--- src/rtl/pipe_stage_skid_reg.sv ---
// pipe_stage_skid_reg
//   Generic pipeline stage register with a valid/ready handshake and an
//   optional second (skid) entry. It carries a control field, a flat payload
//   and the instruction word. Empty slots are shown as NOP bubbles. The stage
//   also counts the cycles in which the output is stalled.
// Ports
//   clk, rst                 clock; asynchronous active-high reset
//   flush                    synchronous kill of all held entries
//   in_valid/in_ready        upstream handshake
//   in_ctrl/in_payload/in_inst    upstream entry
//   out_valid/out_ready      downstream handshake
//   out_ctrl/out_payload/out_inst head entry (ctrl/inst bubble-masked)
//   occupancy                entries held (0..2)
//   stall_cnt                saturating count of out_valid & !out_ready cycles
module pipe_stage_skid_reg #(
  parameter int                CTRL_W    = 3,
  parameter int                PAYLOAD_W = 256,
  parameter int                INST_W    = 32,
  parameter logic [INST_W-1:0] NOP_INST  = 32'h00000013,
  parameter int                SKID      = 1,
  parameter int                CNT_W     = 16
) (
  input  logic                 clk,
  input  logic                 rst,
  input  logic                 flush,
  input  logic                 in_valid,
  output logic                 in_ready,
  input  logic [CTRL_W-1:0]    in_ctrl,
  input  logic [PAYLOAD_W-1:0] in_payload,
  input  logic [INST_W-1:0]    in_inst,
  output logic                 out_valid,
  input  logic                 out_ready,
  output logic [CTRL_W-1:0]    out_ctrl,
  output logic [PAYLOAD_W-1:0] out_payload,
  output logic [INST_W-1:0]    out_inst,
  output logic [1:0]           occupancy,
  output logic [CNT_W-1:0]     stall_cnt
);

  typedef enum logic [1:0] {
    S_EMPTY = 2'd0,
    S_FULL1 = 2'd1,
    S_FULL2 = 2'd2
  } state_t;

  localparam logic [CNT_W-1:0] CNT_MAX = '1;

  state_t                 state, state_n;
  logic                   acc, drn;
  logic                   main_ld, main_from_skid, skid_ld;

  logic [CTRL_W-1:0]      main_ctrl, skid_ctrl;
  logic [PAYLOAD_W-1:0]   main_payload, skid_payload;
  logic [INST_W-1:0]      main_inst, skid_inst;

  // Output valid comes from registered state only.
  assign out_valid = (state != S_EMPTY);
  assign occupancy = 2'(state);

  // With the skid entry, in_ready depends only on registered state. This
  // breaks the out_ready -> in_ready timing path. Without it, the stage can
  // take a new entry whenever the head entry leaves in the same cycle.
  generate
    if (SKID != 0) begin : g_skid
      assign in_ready = (state != S_FULL2);
    end else begin : g_noskid
      assign in_ready = (state == S_EMPTY) | out_ready;
    end
  endgenerate

  assign acc = in_valid & in_ready;
  assign drn = out_valid & out_ready;

  assign out_ctrl    = out_valid ? main_ctrl : '0;
  assign out_inst    = out_valid ? main_inst : NOP_INST;
  assign out_payload = main_payload;

  always_ff @(posedge clk or posedge rst) begin
    if (rst)        state <= S_EMPTY;
    else if (flush) state <= S_EMPTY;
    else            state <= state_n;
  end

  always_comb begin
    state_n        = state;
    main_ld        = 1'b0;
    main_from_skid = 1'b0;
    skid_ld        = 1'b0;
    unique case (state)
      S_EMPTY: begin
        if (acc) begin
          state_n = S_FULL1;
          main_ld = 1'b1;
        end
      end
      S_FULL1: begin
        if (acc && drn) begin
          main_ld = 1'b1;
        end else if (acc && (SKID != 0)) begin
          // Without the skid entry, acc implies drn here.
          state_n = S_FULL2;
          skid_ld = 1'b1;
        end else if (drn) begin
          state_n = S_EMPTY;
        end
      end
      S_FULL2: begin
        if (drn) begin
          state_n        = S_FULL1;
          main_from_skid = 1'b1;
        end
      end
      default: state_n = S_EMPTY;
    endcase
  end

  always_ff @(posedge clk or posedge rst) begin
    if (rst) begin
      main_ctrl    <= '0;
      main_payload <= '0;
      main_inst    <= NOP_INST;
      skid_ctrl    <= '0;
      skid_payload <= '0;
      skid_inst    <= NOP_INST;
    end else if (flush) begin
      main_ctrl    <= '0;
      main_payload <= '0;
      main_inst    <= NOP_INST;
      skid_ctrl    <= '0;
      skid_payload <= '0;
      skid_inst    <= NOP_INST;
    end else begin
      if (main_ld) begin
        main_ctrl    <= in_ctrl;
        main_payload <= in_payload;
        main_inst    <= in_inst;
      end else if (main_from_skid) begin
        main_ctrl    <= skid_ctrl;
        main_payload <= skid_payload;
        main_inst    <= skid_inst;
      end
      if (skid_ld) begin
        skid_ctrl    <= in_ctrl;
        skid_payload <= in_payload;
        skid_inst    <= in_inst;
      end
    end
  end

  // The counter survives a flush. During the flush cycle it does not count,
  // so the flush leaves it unchanged.
  always_ff @(posedge clk or posedge rst) begin
    if (rst)
      stall_cnt <= '0;
    else if (!flush && out_valid && !out_ready && (stall_cnt != CNT_MAX))
      stall_cnt <= stall_cnt + CNT_W'(1);
  end

endmodule

--- config.mk ---
export PLATFORM = sky130hd
export DESIGN_NAME = pipe_stage_skid_reg
export DESIGN_NICKNAME = d
export VERILOG_FILES = /design/src/rtl/pipe_stage_skid_reg.sv
export SDC_FILE = /design/constraint.sdc
export NUM_CORES = 1
export LEC_CHECK = 0
export ABC_AREA = 0
export ABC_CLOCK_PERIOD_IN_PS = 16239
export BUFFER_PORTS_ARGS = -buffer_cell sky130_fd_sc_hd__buf_2
export CAP_MARGIN = 20
export CORE_MARGIN = 10
export CORE_UTILIZATION = 49
export CTS_BUF_LIST = sky130_fd_sc_hd__clkbuf_16
export DETAILED_ROUTE_END_ITERATION = 8
export HOLD_SLACK_MARGIN = 0.06
export PLACE_DENSITY = 0.73
export SYNTH_ARGS = -nofsm -noshare
export SYNTH_HDL_FRONTEND = slang
export SYNTH_SLANG_ARGS = --single-unit
--- constraint.sdc ---
create_clock -name clk -period 16.24 [get_ports clk]
set_clock_uncertainty 0.2 [all_clocks]
set_input_delay 0.812 -clock clk [delete_from_list [all_inputs] [get_ports clk]]
set_output_delay 0.812 -clock clk [all_outputs]
set_load 0.1 [all_outputs]
==> impl_metrics.py, run 1 <==
metrics = {
    "routing": {
        "vias_per_cell": 5.60,
        "ant_nets": 0,
        "drc_errors": 0,
        "wl_per_cell_um": 20.5,
        "drtIter0Drc": 1972,
        "dr_total_vias": 22000,
        "wl_mm": 80.4,
        "drt_pre_antenna_iters": 5,
    },
    "sta": {
        "fin_crit_ns": 4.38,
        "setup_violations": 0,
        "rsz0062_at_grt": "no",
        "finalCritPeriodShare_pct": 26.9,
        "drv_slew": 0,
        "maxSlewHeadroom_pct": 23.6,
        "hold_viol_final": 0,
        "tightest_slew_ns": 1.15,
        "fmax_mhz": 229,
        "hold_ws_ns": 0.199,
        "timing.setup.tns_ns": 0,
    },
    "synth": {
        "yosysUniqueCellTypes": 37,
        "synthFlopType": "dfrtp_1",
        "syn_avg_cell_area_sq_um": 9.87,
        "ys_seq_area_share_pct": 56.4,
        "synth_warnings": 0,
        "mappedNetlistArea_sq_mm": 0.0266,
        "synthCells": 2695,
        "ys_ff_latch": 600,
        "synth_edf_count": 0,
        "synthArstFlopShare_pct": 100,
        "synth_nets": 2992,
    },
    "floorplanning": {
        "placementRows": 85,
        "initial_core_util_pct": 49.5,
        "die_y_um": 253,
        "die_area_sq_mm": 0.0640,
        "pin_count": 607,
        "coreArea_sq_mm": 0.0538,
        "chipWidth_um": 253,
    },
    "grt": {
        "grt_pass1_wl_mm": 125,
        "gr-usage-all-layers_pct": 24.3,
        "grt_max_degree": 229,
        "grt_pass1_vias": 22000,
        "antenna_found_initial": 31,
        "grt_overflow": 0,
    },
    "power": {
        "p_leak_nw": 15.4,
        "combinationalPowerShare_pct": 20.6,
        "peakVddDrop_mv": 0.0950,
        "cellPowerDensity_mw_per_mm2": 122,
        "internal_power_w": 0.00260,
        "p_sw_w": 0.00130,
        "power_frac_seq_pct": 41.5,
        "power.total_w": 0.00391,
        "p_sw_share_pct": 33.4,
        "p_clk_share_pct": 37.9,
    },
    "final_layout": {
        "areaGrowthSynthToFinish_pct": 20.5,
        "fill_cells": 4477,
        "nets": 3463,
        "final_area_sq_mm": 0.0321,
        "drive_gt1_share_pct": 23.2,
        "fin_cells": 3925,
        "final_common_cell": "nand2_1",
        "layout_common_cells": "nand2_1 (881), buf_2 (605), dfrtp_1 (594), mux2i_1 (292), o31ai_1 (290)",
    },
    "clocking": {
        "cts_buffers": 66,
        "cts_root_buf": "clkbuf_16",
        "tritoncts": "yes",
        "cts.clk_slew.worst_paths_ns": 0.06,
        "htreeDepth": 3,
        "clk_path_buf_depth": 3,
        "cts_resized": 0,
        "cts_setup_buffers": 0,
        "ctsHoldBuffers": 0,
        "clkSinkCount": 600,
        "clock_latency_ns": 0.59,
    },
    "run": {
        "drv_cap": 0,
    },
    "setup_path": {
        "cp_slowest_cell": "buf_4",
        "worstPathArrival_ns": 4.59,
        "worst-setup-path-type": "reg2reg",
        "crit_chain": "nand2b_1 > nor2_4 > buf_4 > buf_4 > buf_4 > buf_16 > mux2i_1 > o31ai_1",
        "crit_path_max_fanout": 61,
        "cpLargestDelayFamily": "buffers and inverters",
        "critPathLaunchType": "register",
        "cp-end-kind": "register",
        "cpMostUsedCell": "buf_4",
        "crit_required_ns": 16.46,
        "r2r_slack_ns": 11.86,
        "critPathBufInv": 4,
        "timing.critical_path.slowest_cell_delay_ns": 0.93,
    },
    "min_path": {
        "hold_path_class": "in2async",
    },
    "placed_design": {
        "portBuffers": 606,
        "place_hpwl_mm": 53.2,
        "place_area_sq_mm": 0.0298,
        "dp_cells": 3790,
        "gp_congestion": 0.868,
    },
    "outcome": {
        "status": "finished clean",
    },
}
## synth_stat cells, drive strengths merged (2+ instances only)
master | instances | area share [%]
dfstp | 6 | 0.59
nor4 | 8 | 0.32
nand3b | 3 | 0.085
nand2 | 882 | 12
mux2 | 2 | 0.085
o31ai | 290 | 8.2
a211oi | 4 | 0.11
mux2i | 292 | 11
nand3 | 4 | 0.075
a21oi | 289 | 5.4
nor2b | 3 | 0.071
nand4 | 4 | 0.094
nand2b | 6 | 0.14
clkbuf | 138 | 2.0
or3 | 3 | 0.071
nor2 | 8 | 0.12
dfrtp | 594 | 56
and2 | 32 | 0.75
buf | 93 | 1.7
xor2 | 9 | 0.30
and3 | 3 | 0.071
nor3 | 6 | 0.11
inv | 5 | 0.071
o21ai | 3 | 0.056
## through the flow
stage / worst slack (ns) / utilization (%)
5_1_grt: 11.64 / 59.6
3_3_place_gp: 11.36 / 55.4
3_5_place_dp: 11.27 / 55.4
2_1_floorplan: 7.05 / -
6_report: 11.86 / 59.6
4_1_cts: 11.70 / 59.3
## registers in the layout, indices dropped and copies added, names as in the netlist
name,count
occupancy,2
stall_cnt,16
main_inst,32
skid_ctrl,3
skid_inst,32
out_payload,256
main_ctrl,3
skid_payload,256
## layer usage
layer / up-vias / GRT usage, % / part of all wire (%)
li1: 10200 / - / -
met1: 10800 / 28.7 / 38
met2: 790 / 39.8 / 49
met3: 192 / 8.14 / 8.6
met4: 26 / 10.7 / 4.2
met5: - / 0 / 0.21
## logic make-up after synthesis
family,after synthesis,share of synthesized area [%]
buffers and inverters,236,3.77
flip-flops,600,56.4
multiplexers,294,11.1
XOR/XNOR,10,0.329
adder cells (fa/ha/maj),1,0.0470
AO/OA/AOI/OAI,588,13.9
AND/OR/NAND/NOR,966,14.5
## power by group through the flow
| stage | combinational [W] | clock, W | sequential [W] |
|---|---|---|---|
| 2_1_floorplan | 0.000262 | 0 | 0.00200 |
| 6_report | 0.000804 | 0.00148 | 0.00162 |
| 4_1_cts | 0.000806 | 0.00151 | 0.00162 |
| 3_3_place_gp | 0.000795 | 0 | 0.00164 |
| 3_5_place_dp | 0.000805 | 0 | 0.00165 |
| 5_1_grt | 0.000848 | 0.00158 | 0.00163 |
## path summary, 6_finish.rpt
kind	end	start	depth (start not counted)
min	out_payload[190]	rst	3
min reg2reg	out_payload[85]	out_payload[85]	2
max reg2reg	out_payload[143]	occupancy[1]	8
max	out_payload[143]	occupancy[1]	8
max in group asynchronous	out_payload[7]	rst	5
min in group clk	skid_inst[1]	in_inst[1]	3
## final cells by class
cell class	instances	area, sq um	area share, %
Clock buffer	69	1730	5.38
Tap cell	696	871	2.71
Sequential cell	600	15000	46.8
Antenna cell	17	42.5	0.133
Clock inverter	45	388	1.21
Multi-Input combinational cell	1859	10600	33.1
Timing Repair Buffer	634	3390	10.6
Inverter	5	22.5	0.0702
## worst register-to-register path, cell delays in order, from the launching register on
cell and delay (ns):
dfrtp_1 0.48, nand2b_1 0.27, nor2_4 0.13, buf_4 0.74
buf_4 0.98, buf_4 0.68, buf_16 0.34, mux2i_1 0.29
o31ai_1 0.10
Power figures use the tool's default switching activity.
==> run 2: changes to the inputs <==
- ABC_CLOCK_PERIOD_IN_PS: 16239 -> 3700
- clock period: 16.24 -> 3.7 ns (I/O delays scaled with it)
==> run 2 against run 1 <==
Effect of this change: critical path depth decreased by 4; sequential power grew to 4.4 times the previous value; final area rose by 11%; setup slack worse by 11 ns; global-route usage grew 2.1 points.
==> impl_metrics.py, run 2 (same netlist as run 1, synthesis figures left out) <==
metrics = {
    "floorplanning": {
        "die_y_um": 253,
        "coreArea_sq_mm": 0.0538,
        "initial_core_util_pct": 49.5,
        "die_area_sq_mm": 0.0640,
        "chipWidth_um": 253,
        "pin_count": 607,
        "placementRows": 85,
    },
    "clocking": {
        "cts.clk_slew.worst_paths_ns": 0.06,
        "tritoncts": "yes",
        "clkSinkCount": 600,
        "clk_path_buf_depth": 3,
        "htreeDepth": 2,
        "cts_root_buf": "clkbuf_16",
        "clock_latency_ns": 0.61,
        "cts_buffers": 60,
    },
    "final_layout": {
        "final_area_sq_mm": 0.0356,
        "drive_gt1_share_pct": 21.0,
        "fin_cells": 4269,
        "nets": 3807,
        "final_common_cell": "nand2_1",
        "areaGrowthSynthToFinish_pct": 33.8,
        "fill_cells": 3889,
        "register_area_sq_mm": 0.0150,
        "multi_input_area_sq_mm": 0.0106,
        "layout_common_cells": "nand2_1 (881), buf_2 (605), dfrtp_1 (594), dlygate4sd3_1 (335), mux2i_1 (292)",
    },
    "run": {
        "drv_cap": 0,
    },
    "setup_path": {
        "r2r_start": "occupancy[1]",
        "worst-setup-path-type": "reg2out",
        "crit_required_ns": 3.31,
        "r2r_slack_ns": 0.62,
        "critPathLaunchType": "register",
        "worstPathArrival_ns": 2.71,
        "crit_path_max_fanout": 36,
        "cp-end-kind": "primary output",
        "reg2reg_to": "skid_payload[104]",
        "reg2reg_depth": 6,
    },
    "grt": {
        "grt_max_degree": 204,
        "antenna_found_initial": 14,
        "grt_overflow": 0,
        "grt_pass1_wl_mm": 137,
        "grt_pass1_vias": 24600,
        "gr-usage-all-layers_pct": 26.4,
    },
    "sta": {
        "fin_crit_ns": 3.09,
        "tightest_slew_ns": 0.996,
        "hold_viol_final": 0,
        "maxSlewHeadroom_pct": 33.5,
        "timing.setup.tns_ns": 0,
        "fmax_mhz": 324,
        "rsz0062_at_grt": "no",
        "drv_slew": 0,
        "fin_ws_ns": 0.610,
        "setup_violations": 0,
        "finalCritPeriodShare_pct": 83.5,
    },
    "placed_design": {
        "place_hpwl_mm": 55.4,
        "dp_cells": 3809,
        "portBuffers": 606,
        "gp_congestion": 0.854,
        "place_area_sq_mm": 0.0302,
        "dp_slack_ns": 1.08,
    },
    "routing": {
        "drtIter0Drc": 2101,
        "drt_pre_antenna_iters": 6,
        "drc_errors": 0,
        "ant_nets": 0,
        "vias_per_cell": 5.60,
        "wl_per_cell_um": 20.5,
        "dr_total_vias": 23900,
        "wl_mm": 87.7,
    },
    "power": {
        "peakVddDrop_mv": 0.389,
        "p_leak_nw": 16.9,
        "cellPowerDensity_mw_per_mm2": 488,
        "power.total_w": 0.0174,
    },
    "outcome": {
        "status": "finished clean",
    },
    "min_path": {
        "hold_path_class": "in2async",
    },
}
run 2: cell types whose count changed in the layout (fill, tap and decap cells not counted):
| cell | delta |
|---|---|
| clkinvlp_4 | -1 |
| diode_2 | -3 |
| inv_1 | +1 |
| buf_16 | -3 |
| buf_4 | +3 |
| inv_8 | +1 |
| clkinv_2 | -5 |
| dlygate4sd3_1 | +335 |
| clkinv_1 | +7 |
| inv_6 | -3 |
| buf_12 | +15 |
| clkbuf_16 | -8 |
| bufinv_16 | +5 |
run 2: worst max-delay path by stage:
stage                      endpoint  slack [ns]         start  cells after the start
floorplan              main_ctrl[0]       -4.86           rst                      1
global placement      stall_cnt[15]        1.18  stall_cnt[6]                      4
detailed placement  out_payload[12]        1.08  occupancy[1]                      6
CTS                    out_inst[17]        0.63  occupancy[1]                      4
global route           out_inst[18]        0.49  occupancy[1]                      4
finish                  out_ctrl[0]        0.61  occupancy[1]                      4
run 2: cell type report:
class                      count  area share (%)
timing repair buffer         984            19.6
clock buffer                  61            4.29
clock inverter                50            1.46
tap                          696            2.45
antenna                       14          0.0984
multi-input combinational   1859            29.8
inverter                       5          0.0633
sequential                   600            42.2
run 2: where the power goes:
group	switching, W	internal, W	total (W)
logic	0.00295	0.000925	0.00388
clock network	0.00257	0.00380	0.00637
registers	0.000242	0.00689	0.00713
total	0.00576	0.0116	0.0174
run 2: layer usage:
metal / track usage [%] / routed length, um / vias up
met5: 0 / 18 / -
met4: 14.9 / 4950 / 4
met3: 6.36 / 6840 / 294
met2: 43.4 / 42600 / 1028
met1: 31.6 / 33300 / 11700
li1: - / - / 10900
run 2: what timing repair did:
item,CTS,global route
hold buffers,335,0
gates resized for setup,0,0
hold endpoints to repair,607,0
buffers inserted,0,0
run 2: worst max-delay path, cell delays in order, from the launching register on:
cell     delay, ns
dfrtp_1       0.51
nor2_1        0.14
inv_1         0.74
and2_1        0.24
buf_2         0.43
run 2: per-stage QoR:
step                hold slack (ns)  util [%]
finish                        0.125      66.1
detailed placement            0.207      56.0
floorplan                    0.0574         -
CTS                           0.118      66.1
global route                  0.146      66.1
global placement              0.204      56.0
==> run 3: changes to the inputs <==
- ABC_AREA: 0 -> 1
- ABC_CLOCK_PERIOD_IN_PS: 3700 -> 2600
- PLACE_DENSITY: 0.73 -> 0.74
- clock period: 3.7 -> 2.6 ns (I/O delays scaled with it)
==> run 3 against run 2 <==
Effect of this change: wire length rose by 3.5%; combinational power increased by 140%; area after synthesis decreased by 1.2%; largest cell class unchanged.
==> impl_metrics.py, run 3 <==
metrics = {
    "power": {
        "internal_power_w": 0.0172,
        "power_frac_seq_pct": 37.4,
        "peakVddDrop_mv": 0.761,
        "power.total_w": 0.0291,
        "combinationalPowerShare_pct": 31.8,
        "p_leak_nw": 17.5,
        "p_sw_share_pct": 40.8,
        "p_sw_w": 0.0119,
        "p_clk_share_pct": 30.8,
        "cellPowerDensity_mw_per_mm2": 828,
    },
    "synth": {
        "ys_seq_area_share_pct": 57.1,
        "synthSimpleGateAreaFrac_pct": 16.6,
        "synth_warnings": 0,
        "synth_fa_ha_area_share_pct": 0.0476,
        "syn_avg_cell_area_sq_um": 8.49,
        "yosysMostFrequentCell": "nand2_1",
        "synthTopCellsByArea": "dfrtp_1 (57%), o21ai_0 (11%), nand2_1 (9.5%)",
        "synth.top_cell.area_share_pct": 56.5,
        "yosys-top-cells-count": "nand2_1 (666), dfrtp_1 (594), o21ai_0 (574), inv_1 (335), o21ai_1 (307)",
        "synth_compound_area_share_pct": 16.8,
        "synthFlopType": "dfrtp_1",
        "ys_ff_latch": 600,
        "synth_area_leader_cell": "dfrtp_1",
        "synth_top_family_by_area": "compound AO/OA/AOI/OAI gates",
        "yosysUniqueCellTypes": 30,
        "synth_nets": 3394,
        "mappedNetlistArea_sq_mm": 0.0263,
        "synth_edf_count": 0,
        "synthCells": 3097,
        "synthArstFlopShare_pct": 100,
        "synthMuxAreaShare_pct": 0,
        "synth_xor_area_share_pct": 0.233,
    },
    "floorplanning": {
        "chipWidth_um": 252,
        "coreArea_sq_mm": 0.0529,
        "pin_count": 607,
        "placementRows": 84,
        "die_area_sq_mm": 0.0633,
        "initial_core_util_pct": 49.8,
        "die_y_um": 252,
    },
    "routing": {
        "drc_errors": 0,
        "ant_nets": 0,
        "wl_per_cell_um": 19.6,
        "wl_mm": 90.8,
        "drt_pre_antenna_iters": 5,
        "vias_per_cell": 5.51,
        "drtIter0Drc": 2408,
        "dr_total_vias": 25600,
    },
    "final_layout": {
        "multi_input_area_sq_mm": 0.00913,
        "layout_common_cells": "nand2_1 (666), buf_2 (606), dfrtp_1 (594), o21ai_0 (574), inv_1 (342)",
        "fin_cells": 4640,
        "register_area_sq_mm": 0.0150,
        "drive_gt1_share_pct": 20.3,
        "fill_cells": 4027,
        "final_common_cell": "nand2_1",
        "areaGrowthSynthToFinish_pct": 33.7,
        "nets": 4189,
    },
    "clocking": {
        "cts_setup_buffers": 0,
        "clkSinkCount": 600,
        "cts_buffers": 61,
        "clk_path_buf_depth": 3,
        "clock_latency_ns": 0.62,
        "cts.clk_slew.worst_paths_ns": 0.06,
        "htreeDepth": 2,
        "tritoncts": "yes",
        "cts_root_buf": "clkbuf_16",
    },
    "setup_path": {
        "timing.critical_path.slowest_cell_delay_ns": 0.45,
        "crit_required_ns": 2.89,
        "critPathLaunchType": "register",
        "crit_start": "occupancy[1]",
        "crit_path_max_fanout": 226,
        "worst-setup-path-type": "reg2reg",
        "crit_chain": "inv_2 > nand2_4 > nor2_8 > buf_16 > nand2_1 > o21ai_0 > o21ai_1",
        "critPathBufInv": 2,
        "reg2reg_depth": 7,
        "cp_slowest_cell": "dfrtp_1",
        "r2r_start": "occupancy[1]",
        "cpLargestDelayFamily": "buffers and inverters",
        "reg2reg_to": "out_payload[97]",
        "worstPathArrival_ns": 2.84,
        "r2r_slack_ns": 0.05,
        "path_depth": 7,
        "endpoint": "out_payload[97]",
        "cp-end-kind": "register",
    },
    "grt": {
        "grt_max_degree": 227,
        "gr-usage-all-layers_pct": 27.7,
        "grt_pass1_vias": 25200,
        "grt_overflow": 0,
        "grt_pass1_wl_mm": 142,
        "antenna_found_initial": 9,
    },
    "min_path": {
        "hold_path_class": "in2reg",
    },
    "sta": {
        "rsz0062_at_grt": "no",
        "hold_ws_ns": 0.106,
        "fin_crit_ns": 2.55,
        "tightest_slew_ns": 0.931,
        "drv_slew": 0,
        "finalCritPeriodShare_pct": 98.2,
        "hold_viol_final": 0,
        "maxSlewHeadroom_pct": 37.9,
        "timing.setup.tns_ns": 0,
        "setup_violations": 0,
        "fmax_mhz": 392,
    },
    "placed_design": {
        "dp_cells": 4208,
        "portBuffers": 606,
        "place_hpwl_mm": 55.7,
        "gp_congestion": 0.847,
    },
    "run": {
        "drv_cap": 0,
    },
    "outcome": {
        "status": "finished clean",
    },
}
## run 3: changes by cell type in the layout (fill, tap and decap cells not counted), sizes merged, moves of 8 or more
cell | previous run | this run
nor4 | 8 | 0
nand2 | 882 | 669
a21oi | 289 | 0
inv | 15 | 352
nand3 | 4 | 300
o31ai | 290 | 0
nor2 | 8 | 56
o21ai | 3 | 882
dlygate4sd3 | 335 | 309
and2 | 32 | 0
mux2i | 292 | 0
xor2 | 9 | 0
## run 3: cell families (layout without fill, tap and decap cells)
group / Yosys count / count (layout)
flops: 600 / 600
xor+xnor: 7 / 7
fa+ha+maj: 1 / 1
simple gates: 1036 / 1036
other cells: 0 / 8
compound gates: 883 / 883
buf+inv: 570 / 1417
## run 3: power by group through the flow
| stage | registers [W] | logic, W | clock network (W) |
|---|---|---|---|
| final | 0.0109 | 0.00926 | 0.00896 |
| after global routing | 0.0110 | 0.00974 | 0.00948 |
| after CTS | 0.0109 | 0.00918 | 0.00907 |
| after detailed placement | 0.0110 | 0.00879 | 0 |
| after global placement | 0.0110 | 0.00871 | 0 |
| after floorplan | 0.0150 | 0.00288 | 0 |
## run 3: per-layer routing
metal  routed length [um]  track usage [%]  up-vias
met4                 4710             14.0        2
li1                     -                -    11700
met2                43700             45.7     1333
met5                   13                0        -
met3                 7530             6.02      306
met1                34800             34.1    12200
## run 3: cell type report
type / count / share of cell area, %
flip-flops and latches: 600 / 42.7
repair buffers: 960 / 19.3
inverters: 342 / 3.72
well taps: 688 / 2.45
multi-input cells: 1927 / 26.0
diodes: 8 / 0.0569
clock inverters: 54 / 1.44
clock buffers: 61 / 4.34
## run 3: worst reg2reg max path: stages (launching register included)
cell	delay (ns)
dfrtp_1	0.45
inv_2	0.14
nand2_4	0.08
nor2_8	0.19
buf_16	0.44
nand2_1	0.54
o21ai_0	0.23
o21ai_1	0.14
## run 3: worst min path at each step
stage	cells past startpoint	slack, ns	to	from
finish	4	0.11	skid_ctrl[0]	in_ctrl[0]
global route	4	0.11	skid_payload[245]	in_payload[245]
CTS	4	0.06	skid_payload[244]	in_payload[244]
detailed placement	3	0.09	stall_cnt[5]	rst
global placement	3	0.09	stall_cnt[5]	rst
floorplan	2	0.07	skid_inst[0]	in_inst[0]
## run 3: per-stage QoR
stage	utilization, %	cell area (sq um)	setup WS (ns)
finish	66.5	35200	0.0465
global route	66.5	35200	0.000541
CTS	66.5	35100	0.0216
detailed placement	56.8	30000	0.175
global placement	56.8	30000	0.230
floorplan	-	26500	-5.91
## run 3: repair_timing
action,4_1_cts,5_1_grt
resized for setup,0,2
hold buffers,309,0
endpoints found under the hold margin,1200,0
endpoints found under the setup margin,0,6
